--- src/rtl/rot_sequencer.sv ---
// rot_sequencer: drives an external 8-bit left rotator, one step per clock.
// Optional macro ROT_SEQ_ZERO_SKIP_EN: bypass rotation-invariant commands.
module rot_sequencer #(
    parameter int REPS_W = 4
) (
    input  logic              clk,
    input  logic              reset,
    input  logic              start,
    input  logic [7:0]        din,
    input  logic [2:0]        amt,
    input  logic              dir,
    input  logic [REPS_W-1:0] reps,
    output logic [7:0]        sh_in,
    output logic [2:0]        sh_amt,
    input  logic [7:0]        sh_out,
    output logic [7:0]        dout,
    output logic              busy,
    output logic              done
);

    typedef enum logic [1:0] {
        IDLE = 2'd0,
        RUN  = 2'd1,
        DONE = 2'd2
    } state_t;

    state_t            state_q, state_d;
    logic [7:0]        work_q, work_d;
    logic [2:0]        amt_q, amt_d;
    logic [REPS_W-1:0] cnt_q, cnt_d;
    logic [7:0]        dout_q, dout_d;
    logic              skip;

`ifdef ROT_SEQ_ZERO_SKIP_EN
    assign skip = (amt == 3'd0) || (din == 8'h00) || (din == 8'hFF);
`else
    assign skip = 1'b0;
`endif

    // Next-state and datapath updates; right rotation becomes left by (8-amt) mod 8.
    always_comb begin
        state_d = state_q;
        work_d  = work_q;
        amt_d   = amt_q;
        cnt_d   = cnt_q;
        dout_d  = dout_q;
        unique case (state_q)
            IDLE: begin
                if (start) begin
                    work_d = din;
                    amt_d  = dir ? (3'd0 - amt) : amt;
                    cnt_d  = reps;
                    if ((reps == '0) || skip) begin
                        state_d = DONE;
                        dout_d  = din;
                    end else begin
                        state_d = RUN;
                    end
                end
            end
            RUN: begin
                work_d = sh_out;
                cnt_d  = cnt_q - {{(REPS_W-1){1'b0}}, 1'b1};
                if (cnt_q == {{(REPS_W-1){1'b0}}, 1'b1}) begin
                    state_d = DONE;
                    dout_d  = sh_out;
                end
            end
            DONE: begin
                state_d = IDLE;
            end
            default: begin
                state_d = IDLE;
            end
        endcase
    end

    // State and datapath registers; reset aborts any command in flight.
    always_ff @(posedge clk or posedge reset) begin
        if (reset) begin
            state_q <= IDLE;
            work_q  <= 8'h00;
            amt_q   <= 3'd0;
            cnt_q   <= '0;
            dout_q  <= 8'h00;
        end else begin
            state_q <= state_d;
            work_q  <= work_d;
            amt_q   <= amt_d;
            cnt_q   <= cnt_d;
            dout_q  <= dout_d;
        end
    end

    assign sh_in  = work_q;
    assign sh_amt = amt_q;
    assign dout   = dout_q;
    assign busy   = (state_q != IDLE);
    assign done   = (state_q == DONE);

endmodule

--- config.mk ---
export PLATFORM = sky130hd
export DESIGN_NAME = rot_sequencer
export DESIGN_NICKNAME = d
export VERILOG_FILES = /design/src/rtl/rot_sequencer.sv
export SDC_FILE = /design/constraint.sdc
export NUM_CORES = 1
export LEC_CHECK = 0
export ABC_AREA = 1
export BUFFER_PORTS_ARGS = -buffer_cell sky130_fd_sc_hd__buf_2
export CORE_ASPECT_RATIO = 1.4
export CORE_MARGIN = 2
export CORE_UTILIZATION = 51
export CTS_BUF_LIST = sky130_fd_sc_hd__clkbuf_4
export CTS_CLUSTER_SIZE = 25
export DETAILED_ROUTE_END_ITERATION = 10
export GPL_TIMING_DRIVEN = 0
export PLACE_DENSITY = 0.89
export SLEW_MARGIN = 0
export SYNTH_ARGS = -nofsm -noshare
export SYNTH_HDL_FRONTEND = slang
export SYNTH_SLANG_ARGS = --single-unit
--- constraint.sdc ---
create_clock -name clk -period 1.3 [get_ports clk]
set_input_delay 0.195 -clock clk [delete_from_list [all_inputs] [get_ports clk]]
set_output_delay 0.195 -clock clk [all_outputs]
set_load 0.005 [all_outputs]
==> metrics.txt, run 1 <==
EDFF count, synth=0; Setup crit start kind=register; skew final=5.79 ps; final hold violations=0; Final Critical Period=1320 ps; final setup vio count=1; row count=22; Area Growth Syn to Fin=27.1%; Final #Nets=250; crit-path cells=nor2_4 > inv_1 > buf_2; TritonCTS clock tree=done; largest net degree at the start of global routing=26; CP endpoint kind=output port; PD cells=2550 nW/um^2; worst path bufs/invs=2; NetSw=2.04 mW; cell area after synthesis=1350 sq um; outcome=complete, but fails checks; Mapped Nets=196; Top delay family on crit path=flip-flops; starting density of the core=52.8%; vias per cell=4.93; CORE AREA=2560 sq um; routed vias=1,258; Post-Syn Area per Cell=8.15 sq um; antenna viol nets, final=0; CP max FO=4; Synth area leader=dfrtp_1; FF+latch count, synth=25; CP peak stage delay=490 ps; Peak Freq=760 MHz; Die Y=64.9 microns; buffer depth of the longest clock path=2; Cells after DPL=249; top-level I/O count=48; htree depth=1; GRT Total Usage=21.8%; diode count=0; total of max-cap violations=0; Flop pwr share=32.6%; gpl congestion=0.787; Post-Syn Instances=166; Synth top cells by count=nand2_1, dfrtp_1, nand2_2, nand3_1, inv_1; Clock power frac=8.6%; Final Max Slew Viols=0; total leakage power=0.985 nW; top-count cell post-synth=nand2_1; total die area=3090 sq um; Min Hold Slack=24.1 ps; Area after DPL=1630 sq um; routed wire length=3180 microns; first-pass GRT wire length=4820 microns; clock slew at reported path FFs=150 ps; dominant cells by area after synthesis=dfrtp_1, nand2_1, nand2_2; Num CTS Buffers=3; HP Class=in2async; Max VDD drop=0.00153 V; Gate power share=58.8%; Crit-path slowest cell=dfrtp_2; root buf cell=clkbuf_4; Seq/Total Area, Yosys=46.3%; hpwl dp=2370 microns; internal power=2.34 mW; critical path depth=3; DRT iter0 DRCs=30; clock latency on the worst-skew pair=340 ps; predominant post-synthesis flop cell=dfrtp_1; antenna violations before repair=0; FF-to-FF path depth=6; worst path required time=1110 ps; number of port buffers=47; Synth cell types=21; failing checks=setup timing; async set-or-reset flop fraction in the synthesized netlist=100%; Synth warnings=0; clock sink count=25; share of cells above drive strength 1=42.0%; Hold-fix buffers, CTS=0; slew margin rel.=39.1%; gr ovfl total=0; CP Data Arrival Time=1120 ps; Routed WL per cell=12.5 microns; Net Sw Frac=46.6%; RSZ-0062 raised after global routing=true; min setup slack post-route=-15.8 ps; Worst Tran Pin Value=912 ps; drt pass-1 iters=4; DIE WIDTH=47.5 microns; type of the worst setup path=reg2out; Cell Count, Final, Fillers Out=255; vias in the first global route=1,106; DRC=0; Final Cycle Share=101%; top-area cell type share of the netlist area=46.3%; fin area=1720 sq um
==> per-layer routing <==
metal	part of all wire (%)	global-route usage [%]
met4	3.2	8.68
met2	54	39.0
met5	0	0
met3	3.8	2.79
met1	39	24.3
==> worst register-to-register path, stage by stage, from the launching register on <==
cell,delay (ps)
dfrtp_1,420
buf_4,140
ha_4,130
nand2_4,70
o21ai_4,260
nand3_1,110
nand2_1,70
==> through the flow <==
stage / TNS (ps) / utilization, % / power [mW] / worst slack [ps]
finish: -15.8 / 67.2 / 4.38 / -15.8
global route: -35.1 / 67.2 / 4.72 / -27.4
CTS: 0 / 65.2 / 4.21 / 6.08
detailed placement: -4.81 / 63.8 / 3.82 / -2.47
global placement: 0 / 63.8 / 3.71 / 63.6
floorplan: 0 / - / 3.09 / 151
==> flip-flops by register name, indices dropped and copies added, names as in the netlist <==
| register | count |
|---|---|
| dout | 8 |
| sh_in | 8 |
| cnt_q | 4 |
| sh_amt | 3 |
| state_q | 2 |
==> cells in the final DEF (no fill, tap or decap) <==
cell and count:
inv_2 3, ha_1 2, o21ai_0 5, nor2_2 1, nor2_4 1, buf_6 2, or2_2 1, dfrtp_1 24
nand3_4 1, buf_4 2, nand2_4 4, ha_4 1, a22o_2 1, nand3_1 10, buf_12 1, xor2_1 1
dfrtp_2 1, nand3_2 2, inv_4 1, nor2_1 4, nand2_1 71, o21ai_4 1, o21ai_2 2, clkbuf_4 3
nand3b_1 1, buf_2 47, nand2_2 16, inv_1 9, clkinvlp_4 1
==> path summary, 6_finish.rpt <==
| path | startpoint | end | slack (ps) |
|---|---|---|---|
| setup / recovery | state_q[0]$_DFFE_PP0P_ | busy | -20 |
| hold / removal | reset | dout[6]$_DFFE_PP0P_ | 20 |
| setup reg to reg | cnt_q[0]$_DFFE_PP0P_ | dout[5]$_DFFE_PP0P_ | 50 |
| hold reg to reg | dout[2]$_DFFE_PP0P_ | dout[2]$_DFFE_PP0P_ | 490 |
| max in group asynchronous | reset | state_q[0]$_DFFE_PP0P_ | 670 |
| min in group clk | reps[2] | cnt_q[2]$_DFFE_PP0P_ | 110 |
==> cell families after synthesis <==
logic type / after synthesis / synth area share (%)
flip-flops: 25 / 46.3
AND/OR/NAND/NOR: 112 / 38.3
adder cells (fa/ha/maj): 3 / 2.78
buffers and inverters: 16 / 6.94
XOR/XNOR: 1 / 0.648
AO/OA/AOI/OAI: 9 / 5.09
==> what timing repair did <==
action | in CTS | in global routing
pin swaps | 0 | 2
buffers inserted | 0 | 2
resized for setup | 3 | 9
endpoints found under the hold margin | 0 | 0
endpoints found under the setup margin | 9 | 10
==> cell type report <==
type                            instances  area (sq um)
Buffer                                  3          42.5
Clock buffer                            3          22.5
Clock inverter                          1          7.51
Fill cell                             225           841
Inverter                               13          51.3
Multi-Input combinational cell        125           673
Sequential cell                        25           627
Tap cell                               36          45.0
Timing Repair Buffer                   49           250
==> power groups by stage <==
stage	Combinational [mW]	Clock [mW]	Sequential, mW
after floorplan	1.66	0	1.42
after global placement	2.31	0	1.40
after detailed placement	2.40	0	1.42
after CTS	2.43	0.360	1.42
after global routing	2.86	0.389	1.47
final	2.57	0.378	1.43
No activity file was read; power rests on OpenSTA's default activity.
==> run 2: changes to the inputs <==
--- a/config.mk
+++ b/config.mk
@@ -9,12 +9,12 @@
 export BUFFER_PORTS_ARGS = -buffer_cell sky130_fd_sc_hd__buf_2
 export CORE_ASPECT_RATIO = 1.4
 export CORE_MARGIN = 2
-export CORE_UTILIZATION = 51
+export CORE_UTILIZATION = 46
 export CTS_BUF_LIST = sky130_fd_sc_hd__clkbuf_4
 export CTS_CLUSTER_SIZE = 25
 export DETAILED_ROUTE_END_ITERATION = 10
 export GPL_TIMING_DRIVEN = 0
-export PLACE_DENSITY = 0.89
+export PLACE_DENSITY = 0.85
 export SLEW_MARGIN = 0
 export SYNTH_ARGS = -nofsm -noshare
 export SYNTH_HDL_FRONTEND = slang
==> constraint.sdc (replaced) <==
create_clock -name clk -period 1.1 [get_ports clk]
set_input_delay 0.165 -clock clk [delete_from_list [all_inputs] [get_ports clk]]
set_output_delay 0.165 -clock clk [all_outputs]
set_load 0.005 [all_outputs]
==> run 2 against run 1 <==
- the flow still finishes with violations (setup timing)
- global-route usage is 3.0 points lower
- first-iteration DRC count is 120% higher
- combinational power is 60% higher
- clock-buffer cell count stayed put
==> metrics.txt, run 2 (synthesis gave the netlist of run 1 again) <==
outcome=complete, but fails checks; failing checks=setup timing; starting density of the core=48.0%; Net Sw Frac=45.3%; NetSw=2.83 mW; DRC=0; Setup WS pre-CTS=-155 ps; CP endpoint kind=register; Area after DPL=1640 sq um; routed wire length=3550 microns; GRT Total Usage=18.9%; R2R Setup Slk=-180 ps; RSZ-0062 raised after global routing=true; Worst Tran Pin Value=918 ps; fin area=1980 sq um; Tot Pwr=6.24 mW; Cell Count, Final, Fillers Out=268; row count=23; Routed WL per cell=13.3 microns; Gate power share=66.0%; Min Hold Slack=13.3 ps; total negative slack=-3240 ps; internal power=3.41 mW; clock slew at reported path FFs=140 ps; gpl congestion=0.782; routed vias=1,341; root buf cell=clkbuf_4; Num CTS Buffers=3; min setup slack post-route=-175 ps; drt pass-1 iters=4; hpwl dp=2170 microns; Max VDD drop=0.00172 V; first-pass GRT wire length=4850 microns; slew margin rel.=38.7%; DRT iter0 DRCs=65; largest net degree at the start of global routing=26; clock latency on the worst-skew pair=330 ps; Final #Nets=262; antenna violations before repair=0; Final Max Slew Viols=0; most frequent cells in the layout=nand2_1, buf_2, dfrtp_1; Area Growth Syn to Fin=46.3%; Peak Freq=784 MHz; Register Area=627 sq um; share of cells above drive strength 1=51.5%; Die Y=68.2 microns; Final Cycle Share=116%; Flop pwr share=27.3%; buffer depth of the longest clock path=2; HP Class=in2async; type of the worst setup path=reg2reg; final core occ=70.1%; worst path required time=1330 ps; htree depth=1; DIE WIDTH=49.8 microns; CP max FO=7; area taken by multi-input logic gates=782 sq um; diode count=0; Final Critical Period=1280 ps; Cells after DPL=250; PD cells=3150 nW/um^2; vias in the first global route=1,114; antenna viol nets, final=0; vias per cell=5.00; total of max-cap violations=0; total die area=3400 sq um; skew final=3.38 ps; TritonCTS clock tree=done; CP Data Arrival Time=1510 ps; top-level I/O count=48; number of port buffers=47; final setup vio count=26; Setup crit start kind=register; clock sink count=25; total leakage power=1.09 nW; # fillers=230; final hold violations=0; CORE AREA=2820 sq um; gr ovfl total=0; commonest non-fill, non-tap cell in the layout=nand2_1; Clock power frac=6.7%
## run 2: cell count changes in the layout (fill, tap and decap cells not counted), moves of 3 or more
cell and delta:
buf_4 +4, buf_6 +3, nand2_1 -11, nand2_2 +3, nand2_4 +6, o21ai_0 -3
## run 2: critical path, stage by stage (launching register included)
cell,delay [ps]
dfrtp_1,450
buf_6,150
nand2_8,130
inv_8,50
clkbuf_16,150
nand2_2,50
nand2_2,50
nand3_1,90
nand2_1,50
## run 2: repair_timing
| action | 4_1_cts | 5_1_grt |
|---|---|---|
| setup endpoints to repair | 24 | 26 |
| setup buffers | 9 | 3 |
| gates cloned | 1 | 2 |
| resized for setup | 11 | 36 |
| pin swaps | 3 | 10 |
| hold buffers | 0 | 0 |
## run 2: cell type report
type                       instances  share of cell area, %
buffer                             3                   2.53
clock buffer                       3                   1.14
clock inverter                     1                  0.253
inverter                          13                   2.97
multi-input combinational        126                   39.5
sequential                        25                   31.7
tap                               37                   2.34
timing repair buffer              60                   19.5
## run 2: worst paths after layout
path	startpoint	to	cells after the start
worst max-delay path	state_q[0]$_DFFE_PP0P_	dout[7]$_DFFE_PP0P_	8
worst min register to register	dout[6]$_DFFE_PP0P_	dout[6]$_DFFE_PP0P_	2
min in group clk	amt[0]	sh_amt[0]$_DFFE_PP0P_	3
max in group asynchronous	reset	cnt_q[0]$_DFFE_PP0P_	2
worst max register to register	state_q[0]$_DFFE_PP0P_	dout[7]$_DFFE_PP0P_	8
worst min-delay path	reset	sh_amt[0]$_DFFE_PP0P_	2
## run 2: power by group through the flow
stage | logic, mW | registers [mW] | clock network, mW
5_1_grt | 4.47 | 1.75 | 0.491
3_3_place_gp | 2.75 | 1.65 | 0
2_1_floorplan | 1.99 | 1.69 | 0
6_report | 4.12 | 1.70 | 0.420
4_1_cts | 3.28 | 1.66 | 0.420
3_5_place_dp | 2.82 | 1.66 | 0
## run 2: routing by layer
| layer | wire, microns | global-route usage [%] |
|---|---|---|
| met5 | 0 | 0 |
| met1 | 1340 | 23.1 |
| met4 | 158 | 9.38 |
| met2 | 1870 | 32.5 |
| met3 | 182 | 2.84 |
